File: src/rtl/oam_dma_master.sv
// ----------------------------------------------------------------------------
// oam_dma_master
//
// Purpose:
//   Snoops CPU writes to FF46. Each new write starts a 160-byte copy from
//   {value, 8'h00} into OAM at FE00..FE9F. Source pages E0..FF alias to
//   C0..DF (echo RAM), so bit 5 of the page is cleared for those values.
//   Every byte takes one READ access and one WRITE access, and either access
//   can be stretched by the responder with dma_wait_n.
//
// Ports:
//   clk, Reset              system clock, synchronous active-high reset
//   cpu_write_n/address/dout  snooped CPU write bus
//   dma_mreq_n/read_n/write_n active-low DMA strobes (registered)
//   dma_address, dma_dout     DMA bus address and write data (registered)
//   dma_din, dma_wait_n       read data and ready from the memory unit
//   bus_request               high while DMA owns the bus (external mux select)
//   busy                      high from START until the last OAM write completes
//   dma_reg                   readback of the last value written to FF46
// ----------------------------------------------------------------------------
module oam_dma_master (
    input  logic        clk,
    input  logic        Reset,
    input  logic        cpu_write_n,
    input  logic [15:0] cpu_address,
    input  logic [7:0]  cpu_dout,
    output logic        dma_mreq_n,
    output logic        dma_read_n,
    output logic        dma_write_n,
    output logic [15:0] dma_address,
    output logic [7:0]  dma_dout,
    input  logic [7:0]  dma_din,
    input  logic        dma_wait_n,
    output logic        bus_request,
    output logic        busy,
    output logic [7:0]  dma_reg
);

    typedef enum logic [1:0] {
        IDLE,
        START,
        READ,
        WRITE
    } state_t;

    localparam logic [7:0] LastIdx = 8'd159;

    state_t      state_q, state_d;
    logic [7:0]  idx_q, idx_d;
    logic [7:0]  data_q, data_d;
    logic [7:0]  src_hi_q, src_hi_d;
    logic [7:0]  dma_reg_q, dma_reg_d;
    logic        qual_q;

    logic        mreq_n_q, mreq_n_d;
    logic        read_n_q, read_n_d;
    logic        write_n_q, write_n_d;
    logic [15:0] address_q, address_d;
    logic [7:0]  dout_q, dout_d;
    logic        bus_req_q, bus_req_d;
    logic        busy_q, busy_d;

    logic        qual;
    logic        start;

    // A start is the rising edge of the FF46 write qualifier, so a CPU write
    // held over several cycles launches only one transfer.
    assign qual  = !cpu_write_n && (cpu_address == 16'hFF46);
    assign start = qual && !qual_q;

    // Next-state logic. A start overrides whatever the sequencer was doing,
    // which both aborts an in-flight byte and wins over the final WRITE
    // completion. Outputs are derived from the next state so they can be
    // registered and stay glitch-free for the whole access.
    always_comb begin
        state_d   = state_q;
        idx_d     = idx_q;
        data_d    = data_q;
        src_hi_d  = src_hi_q;
        dma_reg_d = dma_reg_q;

        case (state_q)
            IDLE:  state_d = IDLE;
            START: state_d = READ;
            READ: begin
                if (dma_wait_n) begin
                    data_d  = dma_din;
                    state_d = WRITE;
                end
            end
            WRITE: begin
                if (dma_wait_n) begin
                    if (idx_q == LastIdx) begin
                        state_d = IDLE;
                    end else begin
                        idx_d   = idx_q + 8'd1;
                        state_d = READ;
                    end
                end
            end
            default: state_d = IDLE;
        endcase

        if (start) begin
            dma_reg_d = cpu_dout;
            src_hi_d  = (cpu_dout >= 8'hE0) ? (cpu_dout & 8'hDF) : cpu_dout;
            idx_d     = 8'd0;
            state_d   = START;
        end

        mreq_n_d  = !((state_d == READ) || (state_d == WRITE));
        read_n_d  = (state_d != READ);
        write_n_d = (state_d != WRITE);
        bus_req_d = (state_d != IDLE);
        busy_d    = (state_d != IDLE);
        address_d = address_q;
        dout_d    = dout_q;
        if (state_d == READ) begin
            address_d = {src_hi_d, idx_d};
        end else if (state_d == WRITE) begin
            address_d = {8'hFE, idx_d};
            dout_d    = data_d;
        end
    end

    // State and output registers; Reset wins over a simultaneous start.
    always_ff @(posedge clk) begin
        if (Reset) begin
            state_q   <= IDLE;
            idx_q     <= 8'd0;
            data_q    <= 8'd0;
            src_hi_q  <= 8'd0;
            dma_reg_q <= 8'h00;
            qual_q    <= 1'b0;
            mreq_n_q  <= 1'b1;
            read_n_q  <= 1'b1;
            write_n_q <= 1'b1;
            address_q <= 16'd0;
            dout_q    <= 8'd0;
            bus_req_q <= 1'b0;
            busy_q    <= 1'b0;
        end else begin
            state_q   <= state_d;
            idx_q     <= idx_d;
            data_q    <= data_d;
            src_hi_q  <= src_hi_d;
            dma_reg_q <= dma_reg_d;
            qual_q    <= qual;
            mreq_n_q  <= mreq_n_d;
            read_n_q  <= read_n_d;
            write_n_q <= write_n_d;
            address_q <= address_d;
            dout_q    <= dout_d;
            bus_req_q <= bus_req_d;
            busy_q    <= busy_d;
        end
    end

    assign dma_mreq_n  = mreq_n_q;
    assign dma_read_n  = read_n_q;
    assign dma_write_n = write_n_q;
    assign dma_address = address_q;
    assign dma_dout    = dout_q;
    assign bus_request = bus_req_q;
    assign busy        = busy_q;
    assign dma_reg     = dma_reg_q;

endmodule

File: config.mk
export PLATFORM = sky130hd
export DESIGN_NAME = oam_dma_master
export DESIGN_NICKNAME = d
export VERILOG_FILES = /design/src/rtl/oam_dma_master.sv
export SDC_FILE = /design/constraint.sdc
export NUM_CORES = 1
export LEC_CHECK = 0
export ABC_AREA = 1
export BUFFER_PORTS_ARGS = -buffer_cell sky130_fd_sc_hd__buf_2
export CORE_AREA = 5 5 93 73
export CTS_BUF_LIST = sky130_fd_sc_hd__clkbuf_8
export DETAILED_ROUTE_END_ITERATION = 12
export DIE_AREA = 0 0 98 78
export HOLD_SLACK_MARGIN = 0.08
export PLACE_DENSITY = 0.75
export SETUP_SLACK_MARGIN = 0.4
export SYNTH_ARGS = -nofsm -noshare
export SYNTH_HDL_FRONTEND = slang
export SYNTH_SLANG_ARGS = --single-unit
File: constraint.sdc
create_clock -name clk -period 1.4 [get_ports clk]
set_input_delay 0 -clock clk [delete_from_list [all_inputs] [get_ports clk]]
set_output_delay 0 -clock clk [all_outputs]
set_load 0.005 [all_outputs]
==> summary.txt, run 1 <==
Drt
  • Post-DR vias/cell: 5.05
  • Antenna viol nets, final: 0
  • Residual DRC: 0
  • Vias: 3,039
  • Wire per inst: 14.6 µm
  • Total iterations of the first detailed-routing run: 7
  • Drt first-iter violations: 159
  • DRT Wirelength: 8790 µm

Cells and area
  • Share of layout cells above drive strength 1: 45.0%
  • Non-filler instance count after layout: 602
  • Most frequent cells in the layout: nand2_1, buf_2, dfxtp_1
  • Nets: 556
  • Register area: 1270 µm²
  • Post-layout instance area: 4350 µm²
  • Largest register FFs: 16
  • Area Growth Syn to Fin: 59.1%
  • Most common cell after layout, fill and taps aside: nand2_1
  • Multi-input logic area: 1600 µm²
  • Fillers: 389
  • # diodes: 0
  • Final core occ: 75.8%

Die
  • Starting Density: 47.6%
  • Cell Rows: 24
  • Die width: 98 µm
  • I/O pin total: 73
  • Die ar.: 7640 µm²
  • Die outline height: 78 µm
  • Core box area: 5740 µm²

Timing
  • Final Worst Setup Slack: -60.0 ps
  • Max Fclk: 685 MHz
  • Hold WS: 102 ps
  • RSZ-0062 raised after global routing: true
  • Final number of setup-violating endpoints: 12
  • Final Hold Viols: 0
  • Part of the cycle the worst path needs: 104%
  • Actual slew at the worst max-slew pin: 286 ps
  • Final slew viol count: 0
  • Layout Skew: 11.8 ps
  • Slew HR: 80.9%
  • Min Tclk post-route: 1460 ps

Worst setup path
  • CP Capture Type: flip-flop
  • Crit-path max cell delay: 340 ps
  • Reg-to-reg startpoint: idx_q[0]$_SDFF_PP0_
  • FF-to-FF End: dma_dout[0]$_SDFFE_PP0P_
  • Top delay family on crit path: simple AND/OR/NAND/NOR gates
  • R2R cell count: 9
  • CP arrival: 1710 ps
  • Cells along the critical path: ha_4 > nand3_4 > nor2_4 > a21oi_4 > buf_6 > buf_4 > nand4_1 > nand2_1 > nor2_1
  • Crit-path slowest cell: dfxtp_2
  • R2R setup slack: -60 ps
  • Critical Path RT: 1650 ps
  • Worst Setup Path Type: flip-flop to flip-flop
  • Startpoint Class: flip-flop
  • Critical path buffers and inverters: 2
  • CP Max Fanout: 4

Yosys
  • Synth area leader: dfxtp_1
  • Syn Std Cell Area: 2730 µm²
  • Top cells by area, synth: dfxtp_1, nand2_1, nor2_1, inv_1, nand3_1
  • Netlist cell types: 28
  • Top cell type's share of synthesized area: 46.2%
  • Post-synth top flop: dfxtp_1
  • Synth Instances: 388
  • Mapped Nets: 425
  • Post-synthesis sequential area ratio: 46.2%
  • Yosys reg bits: 63
  • Post-synth EDFFs: 0
  • Synth Warn #: 0
  • Post-Syn Area per Cell: 7.04 µm²
  • Asr flop ratio synth: 0%

Worst hold path
  • Hold Path Sink: idx_q[1]$_SDFF_PP0_
  • Hold crit path type: primary input to flip-flop
  • Hold Path Stages: 4
  • Hold path startpoint: Reset

Clocking
  • Worst-path clk slew: 70 ps
  • Clock sink count: 63
  • Clock root buffer master: clkbuf_8
  • Worst-skew pair later-pin latency: 350 ps
  • Num CTS Buffers: 9
  • Htree depth: 3
  • CTS tree: built
  • Clk buf depth: 2

Place
  • IO buf count: 72
  • DP HPWL: 5170 µm
  • DP Cell Count: 545
  • Placed Area: 3400 µm²
  • GP Congestion: 0.857

Run
  • Max_cap viols: 0

Global route
  • Grt ovf: 0
  • Vias in the first global route: 2,999
  • Initial antenna violation count: 0
  • Largest net degree at the start of global routing: 20
  • Global Route Usage Sum: 21.0%
  • First-pass GRT wire length: 13,100 µm

Pwr
  • LEAKAGE: 0.00207 µW
  • PD cells: 832 nW/µm²
  • Worst VDD drop: 0.560 mV

Status
  • Failing checks: negative setup slack
  • Status: finished, violations left
final cells by class:
class | instances | share of cell area, %
repair inverters | 1 | 0.144
multi-input cells | 262 | 36.8
repair buffers | 130 | 21.9
flip-flops and latches | 63 | 29.3
well taps | 78 | 2.25
inverters | 52 | 4.84
clock buffers | 12 | 3.80
clock inverters | 4 | 1.04
repair_timing:
action | 4_1_cts | 5_1_grt
setup endpoints to repair | 57 | 61
cloned | 2 | 1
endpoints found under the hold margin | 37 | 0
gates resized for setup | 40 | 62
hold buffers | 19 | 0
buffers inserted | 14 | 5
pin swaps | 8 | 28
cells by family after synthesis:
| group | count (synthesis) | share of synthesized area, % |
|---|---|---|
| fa+ha+maj | 1 | 0.458 |
| compound gates | 36 | 7.19 |
| flops | 63 | 46.2 |
| buf+inv | 64 | 9.85 |
| simple gates | 224 | 36.3 |
per-stage QoR:
stage,TNS [ps],power [µW],setup slack (ps)
3_5_place_dp,-1290,1960,-122
4_1_cts,-14.0,3610,-8.57
3_3_place_gp,-166,1960,-29.0
5_1_grt,-2100,3720,-140
6_report,-431,3620,-60.0
2_1_floorplan,0,1880,90.7
worst max path at each step:
stage                              startpoint                           end  slack (ps)  cells past startpoint
final                     idx_q[0]$_SDFF_PP0_      dma_dout[0]$_SDFFE_PP0P_         -60                      9
after floorplan           idx_q[1]$_SDFF_PP0_   dma_address[6]$_SDFFE_PP0P_          90                      8
after detailed placement  idx_q[1]$_SDFF_PP0_  dma_address[14]$_SDFFE_PP0P_        -120                      9
after global placement    idx_q[1]$_SDFF_PP0_  dma_address[13]$_SDFFE_PP0P_         -30                      7
after global routing      idx_q[0]$_SDFF_PP0_      dma_dout[1]$_SDFFE_PP0P_        -140                      9
after CTS                 idx_q[0]$_SDFF_PP0_      dma_dout[7]$_SDFFE_PP0P_          -9                      9
worst register-to-register path: stages, from the launching register on:
cell and delay [ps]:
dfxtp_2 340, ha_4 170, nand3_4 70, nor2_4 50
a21oi_4 230, buf_6 140, buf_4 110, nand4_1 130
nand2_1 100, nor2_1 40
cells in the mapped netlist, types with 2 or more instances:
master and number:
nor3_1 2, buf_2 2, inv_2 9, nand4_1 18, o21ai_1 9, a31oi_1 2, o21ai_0 2, nor2_4 2
clkbuf_1 6, inv_1 43, a21oi_1 21, dfxtp_1 63, nand2_1 116, nand3b_1 2, nor2_2 4, nand3_1 25
buf_6 3, or2_2 3, nor2_1 47
report_power, final:
part           total, µW  internal, µW  leakage, µW  switching (µW)
Combinational        183          89.8      0.00144            93.5
Clock               1640           955     0.000111             686
Sequential          1790          1790     0.000512         0.00757
metal layers:
metal	part of all wire, %	wire [µm]	GRT usage [%]
met5	0	0	0
met4	2.1	182	7.33
met3	7.9	691	6.81
met2	52	4600	37.0
met1	38	3320	24.0
(Power assumes the default switching activity.)
==> run 2: changes to the inputs <==
ABC_AREA = default   (was 1)
CORE_AREA = 5 5 89 71   (was 5 5 93 73)
DIE_AREA = 0 0 94 76   (was 0 0 98 78)
==> summary.txt, run 2 <==
Status
  • Status: finished, violations left
  • Failing checks: negative hold slack, negative setup slack

Timing
  • Part of the cycle the worst path needs: 117%
  • Final Worst Setup Slack: -237 ps
  • Layout Skew: 10.3 ps
  • RSZ-0062 raised after global routing: true
  • Final Hold Viols: 1
  • Slew HR: 68.0%
  • Min Tclk post-route: 1640 ps
  • Final slew viol count: 0
  • Max Fclk: 611 MHz
  • Hold WS: -10.8 ps
  • Actual slew at the worst max-slew pin: 481 ps
  • Final number of setup-violating endpoints: 35

Yosys
  • Synth area leader: dfxtp_1
  • Netlist cell types: 40
  • Multiplexer share of the synthesized area: 5.71%
  • Post-synth top flop: dfxtp_1
  • Yosys reg bits: 63
  • Compound-cell area share of the yosys netlist: 14.2%
  • Synth Instances: 262
  • Asr flop ratio synth: 0%
  • Top cell type's share of synthesized area: 50.9%
  • Top cells by area, synth: dfxtp_1, a211oi_2, nor2_1, mux2i_1, nand2_1
  • Post-synthesis sequential area ratio: 50.9%
  • Synth cell count leaders: dfxtp_1, nor2_1, nand2_1
  • Xor/xnor share of the synthesized area: 1.41%
  • Post-synth EDFFs: 0
  • Mapped Nets: 299
  • Synth Area in Adders: 0.505%
  • Largest family of logic cells by synthesized area: simple AND/OR/NAND/NOR gates
  • Synth Area in Simple Gates: 22.8%
  • Post-Syn Area per Cell: 9.46 µm²
  • Syn Std Cell Area: 2480 µm²
  • Most common cell in the netlist: dfxtp_1
  • Synth Warn #: 0

Drt
  • Wire per inst: 18.8 µm
  • Residual DRC: 0
  • Drt first-iter violations: 163
  • Total iterations of the first detailed-routing run: 4
  • Antenna viol nets, final: 0
  • Vias: 2,574
  • DRT Wirelength: 9080 µm
  • Post-DR vias/cell: 5.32

Cells and area
  • Share of layout cells above drive strength 1: 63.1%
  • Most common cell after layout, fill and taps aside: buf_2
  • # diodes: 0
  • Area Growth Syn to Fin: 76.2%
  • Multi-input logic area: 1660 µm²
  • Fillers: 316
  • Largest register FFs: 16
  • Most frequent cells in the layout: buf_2, dfxtp_1, buf_4
  • Post-layout instance area: 4370 µm²
  • Nets: 438
  • Register area: 1280 µm²

Worst setup path
  • CP arrival: 1850 ps
  • R2R setup slack: -240 ps
  • FF-to-FF End: dma_dout[4]$_SDFFE_PP0P_
  • Startpoint Class: flip-flop
  • CP Max Fanout: 9
  • R2R cell count: 6
  • CP Capture Type: flip-flop
  • Worst Setup Path Type: flip-flop to flip-flop
  • Reg-to-reg startpoint: idx_q[6]$_SDFF_PP0_
  • Critical Path RT: 1620 ps

Global route
  • Vias in the first global route: 2,618
  • Global Route Usage Sum: 22.8%
  • First-pass GRT wire length: 12,700 µm
  • Largest net degree at the start of global routing: 25
  • Initial antenna violation count: 0
  • GR peak layer: met2
  • Global routing usage on met2: 38.4%
  • Grt ovf: 0
  • GR Util met3: 8.59%
  • GRT met1 Usage: 26.1%

Run
  • Max_cap viols: 0

Place
  • DP HPWL: 4480 µm
  • Placed Area: 3300 µm²
  • GP Congestion: 0.789
  • IO buf count: 72

Clocking
  • Htree depth: 3
  • Num CTS Buffers: 9
  • Worst-path clk slew: 70 ps
  • Worst-skew pair later-pin latency: 340 ps
  • Clock sink count: 63
  • Clk buf depth: 2
  • Hold Buf Count CTS: 16
  • Clock root buffer master: clkbuf_8
  • CTS tree: built

Worst hold path
  • Hold Path Stages: 3
  • Hold Path Sink: qual_q$_SDFF_PP0_
  • Hold crit path type: primary input to flip-flop
  • Hold path startpoint: cpu_address[7]

Die
  • Core box area: 5470 µm²
  • Die outline height: 76 µm
  • Starting Density: 45.3%
  • I/O pin total: 73
  • Die width: 94 µm
  • Die ar.: 7140 µm²
  • Cell Rows: 24

Pwr
  • PD cells: 812 nW/µm²
  • Total power: 3540 µW
  • LEAKAGE: 0.00179 µW
  • Worst VDD drop: 0.724 mV
## run 2: worst max-delay path by stage
stage | start | to | slack [ps]
3_5_place_dp | idx_q[1]$_SDFF_PP0_ | dma_dout[6]$_SDFFE_PP0P_ | -380
5_1_grt | idx_q[0]$_SDFF_PP0_ | dma_dout[4]$_SDFFE_PP0P_ | -290
6_report | idx_q[6]$_SDFF_PP0_ | dma_dout[4]$_SDFFE_PP0P_ | -240
3_3_place_gp | idx_q[1]$_SDFF_PP0_ | dma_dout[3]$_SDFFE_PP0P_ | -350
2_1_floorplan | idx_q[6]$_SDFF_PP0_ | dma_address[10]$_SDFFE_PP0P_ | -240
4_1_cts | idx_q[0]$_SDFF_PP0_ | dma_address[12]$_SDFFE_PP0P_ | -180
## run 2: through the flow
| stage | setup TNS [ps] | utilization (%) | hold slack, ps | instances | setup WS [ps] |
|---|---|---|---|---|---|
| detailed placement | -9250 | 60.4 | 264 | 431 | -379 |
| global route | -8030 | 79.9 | -19.4 | 484 | -287 |
| finish | -5940 | 79.9 | -10.8 | 484 | -237 |
| CTS | -4260 | 74.6 | -34.8 | 478 | -181 |
| global placement | -8430 | 60.4 | 263 | 431 | -354 |
| floorplan | -4670 | - | 140 | 262 | -235 |
## run 2: critical path: stages (launching register included)
cell       delay, ps
dfxtp_2          320
nand4bb_4        250
o32ai_4          340
o21ba_4          280
buf_8            170
nand3_1           80
o21ai_1           80
## run 2: layout make-up
type	count	area share, %
Clock buffer	11	3.47
Tap cell	78	2.24
Clock inverter	5	1.12
Inverter	1	0.0860
Sequential cell	63	29.3
Multi-Input combinational cell	182	38.0
Timing Repair Buffer	144	25.8
## run 2: layer usage
metal / vias up / routed length (µm)
met3: 30 / 453
li1: 1190 / -
met4: 0 / 338
met2: 98 / 4850
met1: 1256 / 3440
met5: - / 0
## run 2: logic make-up after synthesis
| kind of cell | after synthesis |
|---|---|
| xor gates and xnor gates | 4 |
| buffers and inverters | 18 |
| DFF | 63 |
| and+or+nand+nor | 114 |
| adders and majority gates | 1 |
| AOI/OAI and AO/OA | 48 |
| muxes | 14 |
## run 2: where the power goes
| group | internal, µW | total (µW) | leakage, µW | switching, µW |
|---|---|---|---|---|
| clock network | 904 | 1600 | 0.000110 | 696 |
| registers | 1790 | 1790 | 0.000513 | 0.0133 |
| logic | 84.9 | 159 | 0.00117 | 73.8 |
## run 2: what timing repair did
item / 4_1_cts / 5_1_grt
gates cloned: 3 / 0
hold endpoints to repair: 25 / 1
buffers inserted: 12 / 6
setup endpoints to repair: 62 / 62
pin swaps: 30 / 16
resized for setup: 69 / 60
